===== config.mk =====
export PLATFORM = sky130hd
export DESIGN_NAME = pwm_gen_ch
export DESIGN_NICKNAME = d
export VERILOG_FILES = /design/src/rtl/pwm_gen_ch.sv
export SDC_FILE = /design/constraint.sdc
export NUM_CORES = 1
export LEC_CHECK = 0
export ABC_CLOCK_PERIOD_IN_PS = 8510
export CORE_MARGIN = 4
export CORE_UTILIZATION = 62
export DETAILED_ROUTE_END_ITERATION = 6
export PLACE_DENSITY_LB_ADDON = 0.2
export SKIP_LAST_GASP = 1
export SLEW_MARGIN = 30
export SYNTH_ARGS = -nofsm -noshare
export SYNTH_HDL_FRONTEND = slang
export SYNTH_SLANG_ARGS = --single-unit

===== constraint.sdc =====
create_clock -name axi_clk -period 8.51 [get_ports axi_clk]
set_clock_uncertainty 0.05 [all_clocks]
set_input_delay 0.851 -clock axi_clk [delete_from_list [all_inputs] [get_ports axi_clk]]
set_output_delay 0.851 -clock axi_clk [all_outputs]
set_load 0.01 [all_outputs]

===== src/rtl/pwm_gen_ch.sv =====
// pwm_gen_ch: single PWM channel with shadowed period/duty/phase and IDLE/ARM/RUN control
//   axi_clk, axi_rst          clock and synchronous active-high reset
//   en_i                      channel enable (level)
//   period_i, duty_i, phase_i period, high time and manual phase, in clocks
//   ctrl_i                    1: phase from auto_phase_i, 0: phase from phase_i
//   auto_phase_i, auto_end_i  phase controller value and freeze flag
//   pwm_sig_o, pwm_period_o   registered PWM output and period strobe
//   phase_o, state_o          applied phase readback and FSM state
module pwm_gen_ch #(
  parameter int PWM_CNT_WIDTH = 24
) (
  input  logic                     axi_clk,
  input  logic                     axi_rst,
  input  logic                     en_i,
  input  logic [PWM_CNT_WIDTH-1:0] period_i,
  input  logic [PWM_CNT_WIDTH-1:0] duty_i,
  input  logic [PWM_CNT_WIDTH-1:0] phase_i,
  input  logic                     ctrl_i,
  input  logic [PWM_CNT_WIDTH-1:0] auto_phase_i,
  input  logic                     auto_end_i,
  output logic                     pwm_sig_o,
  output logic                     pwm_period_o,
  output logic [PWM_CNT_WIDTH-1:0] phase_o,
  output logic [1:0]               state_o
);
  localparam int W = PWM_CNT_WIDTH;
  typedef enum logic [1:0] {IDLE = 2'd0, ARM = 2'd1, RUN = 2'd2} state_t;
  state_t state_q, state_d;
  logic [W-1:0] cnt_q, cnt_d, per_sh_q, per_sh_d, duty_sh_q, duty_sh_d, ph_sh_q, ph_sh_d;
  logic [W-1:0] per_new, ph_sel, ph_new, pos;
  logic sig_q, sig_d, str_q, str_d, wrap, load, run;
  always_comb begin
    run       = state_q == RUN;
    state_d   = !en_i ? IDLE : (state_q == IDLE ? ARM : RUN);
    wrap      = cnt_q == per_sh_q - W'(1);
    load      = state_q == ARM || (run && wrap);
    per_new   = period_i < W'(2) ? W'(2) : period_i;
    // a frozen auto phase keeps the current shadow, which is still range-checked against the new period
    ph_sel    = ctrl_i ? (auto_end_i ? ph_sh_q : auto_phase_i) : phase_i;
    ph_new    = ph_sel >= per_new ? '0 : ph_sel;
    // ph_sh < per_sh always, so per_sh - ph_sh never underflows and the sum stays below per_sh
    pos       = cnt_q >= ph_sh_q ? cnt_q - ph_sh_q : cnt_q + (per_sh_q - ph_sh_q);
    cnt_d     = (run && en_i && !wrap) ? cnt_q + W'(1) : '0;
    per_sh_d  = load ? per_new : per_sh_q;
    duty_sh_d = load ? duty_i : duty_sh_q;
    ph_sh_d   = load ? ph_new : ph_sh_q;
    sig_d     = run && pos < duty_sh_q;
    str_d     = run && cnt_q == '0;
  end
  always_ff @(posedge axi_clk) begin
    if (axi_rst) begin
      state_q   <= IDLE;
      cnt_q     <= '0;
      per_sh_q  <= W'(2);
      duty_sh_q <= '0;
      ph_sh_q   <= '0;
      sig_q     <= 1'b0;
      str_q     <= 1'b0;
    end else begin
      state_q   <= state_d;
      cnt_q     <= cnt_d;
      per_sh_q  <= per_sh_d;
      duty_sh_q <= duty_sh_d;
      ph_sh_q   <= ph_sh_d;
      sig_q     <= sig_d;
      str_q     <= str_d;
    end
  end
  assign pwm_sig_o    = sig_q;
  assign pwm_period_o = str_q;
  assign phase_o      = ph_sh_q;
  assign state_o      = state_q;
endmodule


Word-level counts from Yosys, hierarchy flattened
Index checks and enable logic that the tools add are counted.
Cells by class
  add/subtract/negate cells: 5
  order comparisons: 4
  eq/ne operators: 3
  multiplexer cells: 6
  bitwise gates (word level): 2
  reduce and logical (&&, ||, !) cells: 11
Operators with widths (count)
  two-way mux 24 bit: 5
  >= comparator 24 bit: 2
  subtractor 24 bit: 2
  adder 24 x 1 -> 24 bit, second input constant: 1
  adder 24 bit: 1
  equality test 24 bit: 1
  zero test 24 bit: 1
  < comparator 24 x 2 -> 1 bit, second input constant: 1
  < comparator 24 bit: 1
  subtractor 24 x 1 -> 24 bit, second input constant: 1
  logical AND 1 bit: 5
  OR reduction 2 bit: 2
  equality test 2 x 1 -> 1 bit, second input constant: 1
  equality test 2 bit, second input constant: 1
  zero test 2 bit: 1
  two-way mux 2 bit: 1
  NOT 1 bit: 2
  zero test 1 bit: 1
  logical OR 1 bit: 1
Storage, ports and cells
  bits in registers: 100
  input port bits: 101
  output and inout bits: 28
  word-level logic and storage cells: 38

Depth between registers and ports, before layout
  depth after elaboration: 6
  depth in mapped cells: 25
  depth with buffers taken out: 25

Worst setup path before layout
No wires, ideal clock.
  path kind: reg2reg
  start: reg cnt_q[5]
  end: reg sig_q, in the netlist pwm_sig_o
  library setup time: 0.060 ns
  arrival: 4.281 ns
  required time: 8.400 ns
  setup slack: 4.119 ns
  cell stages (with the launch flop): 25
  path buffers: 1
  clock period less this slack: 4.391 ns
  cells stage by stage: dfxtp_1 > clkbuf_1 > inv_1 > fa_1 > inv_1 > ha_1 > or3_1 > or2_2 > o221a_2 > o31a_1 > o21a_1 > nor2_1 > o211ai_1 > xnor2_1 > a21oi_1 > ha_1 > a21o_1 > a21oi_1 > nor2b_1 > o21ai_0 > nand2b_1 > a21oi_1 > nor2b_1 > o21ai_0 > o311a_1
Between the ends
  cells in the longest elaborated chain, start to end: 4
  elaborated cells between the ends (all ways): 6
  those cells by class: add/sub: 2; order compare: 2; mux: 1; reduce/logical: 1
RTL lines
  start, declared: RTL line 29  | logic [W-1:0] cnt_q, cnt_d, per_sh_q, per_sh_d, duty_sh_q, duty_sh_d, ph_sh_q, ph_sh_d;
  start signal, assigned: RTL line 61  | cnt_q <= cnt_d;
  adder 24 bit, or another cell as far along: RTL line 42  | pos = cnt_q >= ph_sh_q ? cnt_q - ph_sh_q : cnt_q + (per_sh_q - ph_sh_q);
  two-way mux 24 bit *: RTL line 42
  < comparator 24 bit *: RTL line 47  | sig_d = run && pos < duty_sh_q;
  logical AND 1 bit *: RTL line 47
  end signal, assigned: RTL line 65  | sig_q <= sig_d;
  end, declared: RTL line 31  | logic sig_q, sig_d, str_q, str_d, wrap, load, run;
Mark *: on every way between the ends. The rest lies on a longest branch, timed or not.
A chain may end at the register's enable or synchronous reset.

Worst setup path after layout
  start: reg ph_sh_q[0], in the netlist phase_o[0]
  end: reg sig_q, in the netlist pwm_sig_o
Between the ends
  cells in the longest elaborated chain, start to end: 5
  elaborated cells between the ends (all ways): 7
  those cells by class: add/sub: 3; order compare: 2; mux: 1; reduce/logical: 1
RTL lines
  start, declared: RTL line 29
  start signal, assigned: RTL line 64  | ph_sh_q <= ph_sh_d;
  subtractor 24 bit: RTL line 42
  adder 24 bit: RTL line 42
  two-way mux 24 bit *: RTL line 42
  < comparator 24 bit *: RTL line 47
  logical AND 1 bit *: RTL line 47
Marked as above.

==> metrics.json <==
{
  "violations_in_the_final_reports": {"value": "design-rule violations"},
  "worst_path_largest_cell_delay": {"value": 0.67, "unit": "ns"},
  "synthMostInstantiatedCell": {"value": "inv_1"},
  "worst_ep_arrival_time": {"value": 5.38, "unit": "ns"},
  "multi_input_area": {"value": 7050, "unit": "um^2"},
  "max-vdd-ir-drop": {"value": 0.000111, "unit": "V"},
  "internal_power": {"value": 1.09, "unit": "mW"},
  "power.share.clock": {"value": 0.257},
  "post_drt_via_cell_ratio": {"value": 5.91},
  "place_hpwl": {"value": 22400, "unit": "um"},
  "ctsResizeCount": {"value": 0},
  "hp-class": {"value": "reg2reg"},
  "power-per-cell-area": {"value": 152, "unit": "nW/um^2"},
  "cts-htree-levels": {"value": 3},
  "hold_fix_buffer_count_after_cts": {"value": 0},
  "grt_pass1_wl": {"value": 44900, "unit": "um"},
  "synth_top_cells_by_count": {"value": "inv_1, nand2_1, a21oi_1, dfxtp_1, ha_1"},
  "critical_path.slowest_cell": {"value": "a2111oi_0"},
  "p_leak": {"value": 4.86, "unit": "nW"},
  "drt_first_pass_iters": {"value": 7},
  "slew_viol_final": {"value": 0},
  "antenna_violations_before_repair": {"value": 0},
  "cts-root-buf": {"value": "clkbuf_16"},
  "antennaDiodeCount": {"value": 0},
  "routed_wl": {"value": 28400, "unit": "um"},
  "finalSetupViolations": {"value": 0},
  "p_sw_frac": {"value": 0.381},
  "yosysWarnings": {"value": 0},
  "yosysUniqueCellTypes": {"value": 68},
  "area_delta_synth_final": {"value": 17.3, "unit": "%"},
  "layout.area.seq": {"value": 2000, "unit": "um^2"},
  "die-area": {"value": 18100, "unit": "um^2"},
  "critical_path_required": {"value": 8.77, "unit": "ns"},
  "synth_largest_type_area_fraction": {"value": 0.202},
  "crit_path_max_fanout": {"value": 23},
  "global_route.usage.total": {"value": 0.308},
  "relSlewSlack": {"value": 0.435},
  "synthesized_net_count": {"value": 1529},
  "total_negative_setup_slacks": {"value": 0, "unit": "ns"},
  "tritoncts": {"value": "yes"},
  "async_flop_share": {"value": 0},
  "grt_max_degree": {"value": 78},
  "period_needed": {"value": 5.12, "unit": "ns"},
  "most_used_dff_post_synth": {"value": "dfxtp_1"},
  "sequential_area_share_after_synthesis": {"value": 0.202},
  "clockBufferDepth": {"value": 2},
  "outcome": {"value": "finished, violations left"},
  "clock_sink_count": {"value": 100},
  "worst_setup_path_start_kind": {"value": "register"},
  "syn-cell-area": {"value": 9910, "unit": "um^2"},
  "netSwitchingPower": {"value": 0.672, "unit": "mW"},
  "cts.repair_timing.setup_buffer_count": {"value": 0},
  "die_h": {"value": 134, "unit": "um"},
  "synth_cells": {"value": 1306},
  "path_class": {"value": "reg2reg"},
  "worstSetupEndpointType": {"value": "register"},
  "max_cap_violations": {"value": 0},
  "io_pins": {"value": 129},
  "first_global_vias": {"value": 9143},
  "drive_gt1_frac": {"value": 0.0490},
  "clock.fmax": {"value": 0.195, "unit": "GHz"},
  "worst_setup_hold_path_clk_slew": {"value": 0.08, "unit": "ns"},
  "synth_area_leaders": {"value": "dfxtp_1, ha_1, inv_1"},
  "final_cells": {"value": 1618},
  "vias": {"value": 9566},
  "worst-slew-pin-transition": {"value": 0.826, "unit": "ns"},
  "finalWeightedCongestion": {"value": 0.960},
  "die_width": {"value": 134, "unit": "um"},
  "crit_path_cell_trace": {"value": "ha_1 > inv_1 > fa_1 > a21o_1 > a22oi_1 > o311ai_0 > a21bo_2 > a21oi_4 > buf_4 > mux2i_1 > ha_1 > a21o_1 > a21oi_1 > nor2b_1 > o21ai_0 > nand2b_1 > a21oi_1 > o21ai_0 > a2111oi_0 > o311a_1"},
  "post_synth.cell_area_avg": {"value": 7.59, "unit": "um^2"},
  "postRouteAntennaNets": {"value": 0},
  "dp.cells": {"value": 1601},
  "fillCellCount": {"value": 1289},
  "cts_inserted_buffers": {"value": 9},
  "wire_per_inst": {"value": 17.6, "unit": "um"},
  "drt-initial-drc-count": {"value": 612},
  "combinationalPowerShare": {"value": 0.455},
  "synth_enable_flop_cells": {"value": 0},
  "timing.final.ws_setup": {"value": 3.39, "unit": "ns"},
  "nets": {"value": 1625},
  "post-synth-top-area-cell": {"value": "dfxtp_1"},
  "initial_utilization": {"value": 0.642},
  "coreArea": {"value": 15400, "unit": "um^2"},
  "synth_seq_cells": {"value": 100},
  "port-buffer-count": {"value": 128},
  "setup_repair_after_global_routing_missed_its_margin": {"value": "false"},
  "clkLatencyLatePin": {"value": 0.37, "unit": "ns"},
  "grt_overflow": {"value": 0},
  "drcViolationCount": {"value": 1},
  "finalCritPeriodShare": {"value": 0.602},
  "place_worst_setup_slack": {"value": 3.24, "unit": "ns"},
  "pwr-share-seq": {"value": 0.288},
  "hold_viol_final": {"value": 0},
  "final.hold.worst_slack": {"value": 0.404, "unit": "ns"},
  "placementRows": {"value": 45}
}
==> state kept, by name, summed over array words and instances (netlist names) <==
signal and flops:
phase_o 24, state_o 2, pwm_period_o 1, pwm_sig_o 1
per_sh_q 24, duty_sh_q 24, cnt_q 24
==> path summary, 6_finish.rpt <==
kind / from / endpoint / slack, ns / depth (start not counted)
worst max-delay path: phase_o[0] / pwm_sig_o / 3.39 / 20
worst min-delay path: duty_sh_q[17] / duty_sh_q[17] / 0.40 / 2
worst max register to register: phase_o[0] / pwm_sig_o / 3.39 / 20
worst min register to register: duty_sh_q[17] / duty_sh_q[17] / 0.40 / 2
==> cell families (layout without fill, tap and decap cells) <==
kind of cell,Yosys count,after routing,synth area share
AO/OA/AOI/OAI,270,270,0.192
XOR/XNOR,90,90,0.0796
adder cells (fa/ha/maj),122,122,0.172
buffers and inverters,221,322,0.0881
flip-flops,100,100,0.202
multiplexers,32,32,0.0326
AND/OR/NAND/NOR,471,471,0.233
==> through the flow <==
stage / cell area, um^2 / total power [mW] / util
floorplan: 9910 / 1.09 / -
global placement: 11300 / 1.29 / 0.730
detailed placement: 11300 / 1.30 / 0.731
CTS: 11600 / 1.76 / 0.752
global route: 11600 / 1.89 / 0.753
finish: 11600 / 1.76 / 0.753
==> cell type report <==
type / count / area share
Inverter: 169 / 0.0546
Tap cell: 211 / 0.0227
Timing Repair Buffer: 137 / 0.116
Clock buffer: 9 / 0.0194
Clock inverter: 7 / 0.00808
Multi-Input combinational cell: 985 / 0.607
Sequential cell: 100 / 0.172
==> worst max-delay path: cells and delay by family, from the launching register on <==
| family | cells | cell delay (ns) |
|---|---|---|
| DFF | 1 | 0.45 |
| adders and majority gates | 3 | 0.86 |
| buffers and inverters | 2 | 0.40 |
| AOI/OAI and AO/OA | 12 | 2.95 |
| and+or+nand+nor | 2 | 0.13 |
| muxes | 1 | 0.22 |
==> layout by cell type (no fill, tap or decap), types with 5 or more instances in the layout <==
master           instances
a21oi_1                100
o31ai_1                  5
o41ai_2                 20
o21bai_1                 8
nor2b_1                 10
dfxtp_1                100
xor2_1                  26
o21ai_0                 44
clkdlybuf4s50_1        127
a211oi_1                 7
clkbuf_16                9
or3_1                   26
nand2b_1                18
o211ai_1                 8
o21a_1                  11
o41ai_1                  5
nand4_1                 22
a21o_1                  21
nor4_1                  17
buf_4                    8
and3_1                   8
and2_1                  27
mux2i_1                 30
nor2_1                  95
nor3_1                  49
nand3_1                 36
fa_1                    24
nand2_1                143
inv_1                  167
ha_1                    98
xnor2_1                 64
==> power groups by stage <==
| stage | logic (mW) | clock network (mW) | registers (mW) |
|---|---|---|---|
| floorplan | 0.579 | 0 | 0.513 |
| global placement | 0.770 | 0 | 0.518 |
| global route | 0.906 | 0.479 | 0.510 |
| finish | 0.803 | 0.454 | 0.508 |
| CTS | 0.793 | 0.458 | 0.507 |
| detailed placement | 0.786 | 0 | 0.518 |
==> per-layer routing <==
metal | track usage | share of wire | vias to the layer above | wire length [um]
met1 | 0.383 | 0.40 | 4468 | 11400
met4 | 0.123 | 0.034 | 0 | 965
met3 | 0.0645 | 0.071 | 60 | 2030
li1 | - | - | 4685 | -
met2 | 0.523 | 0.49 | 353 | 14000
met5 | 0 | 0 | - | 0
(Power assumes the default switching activity.)
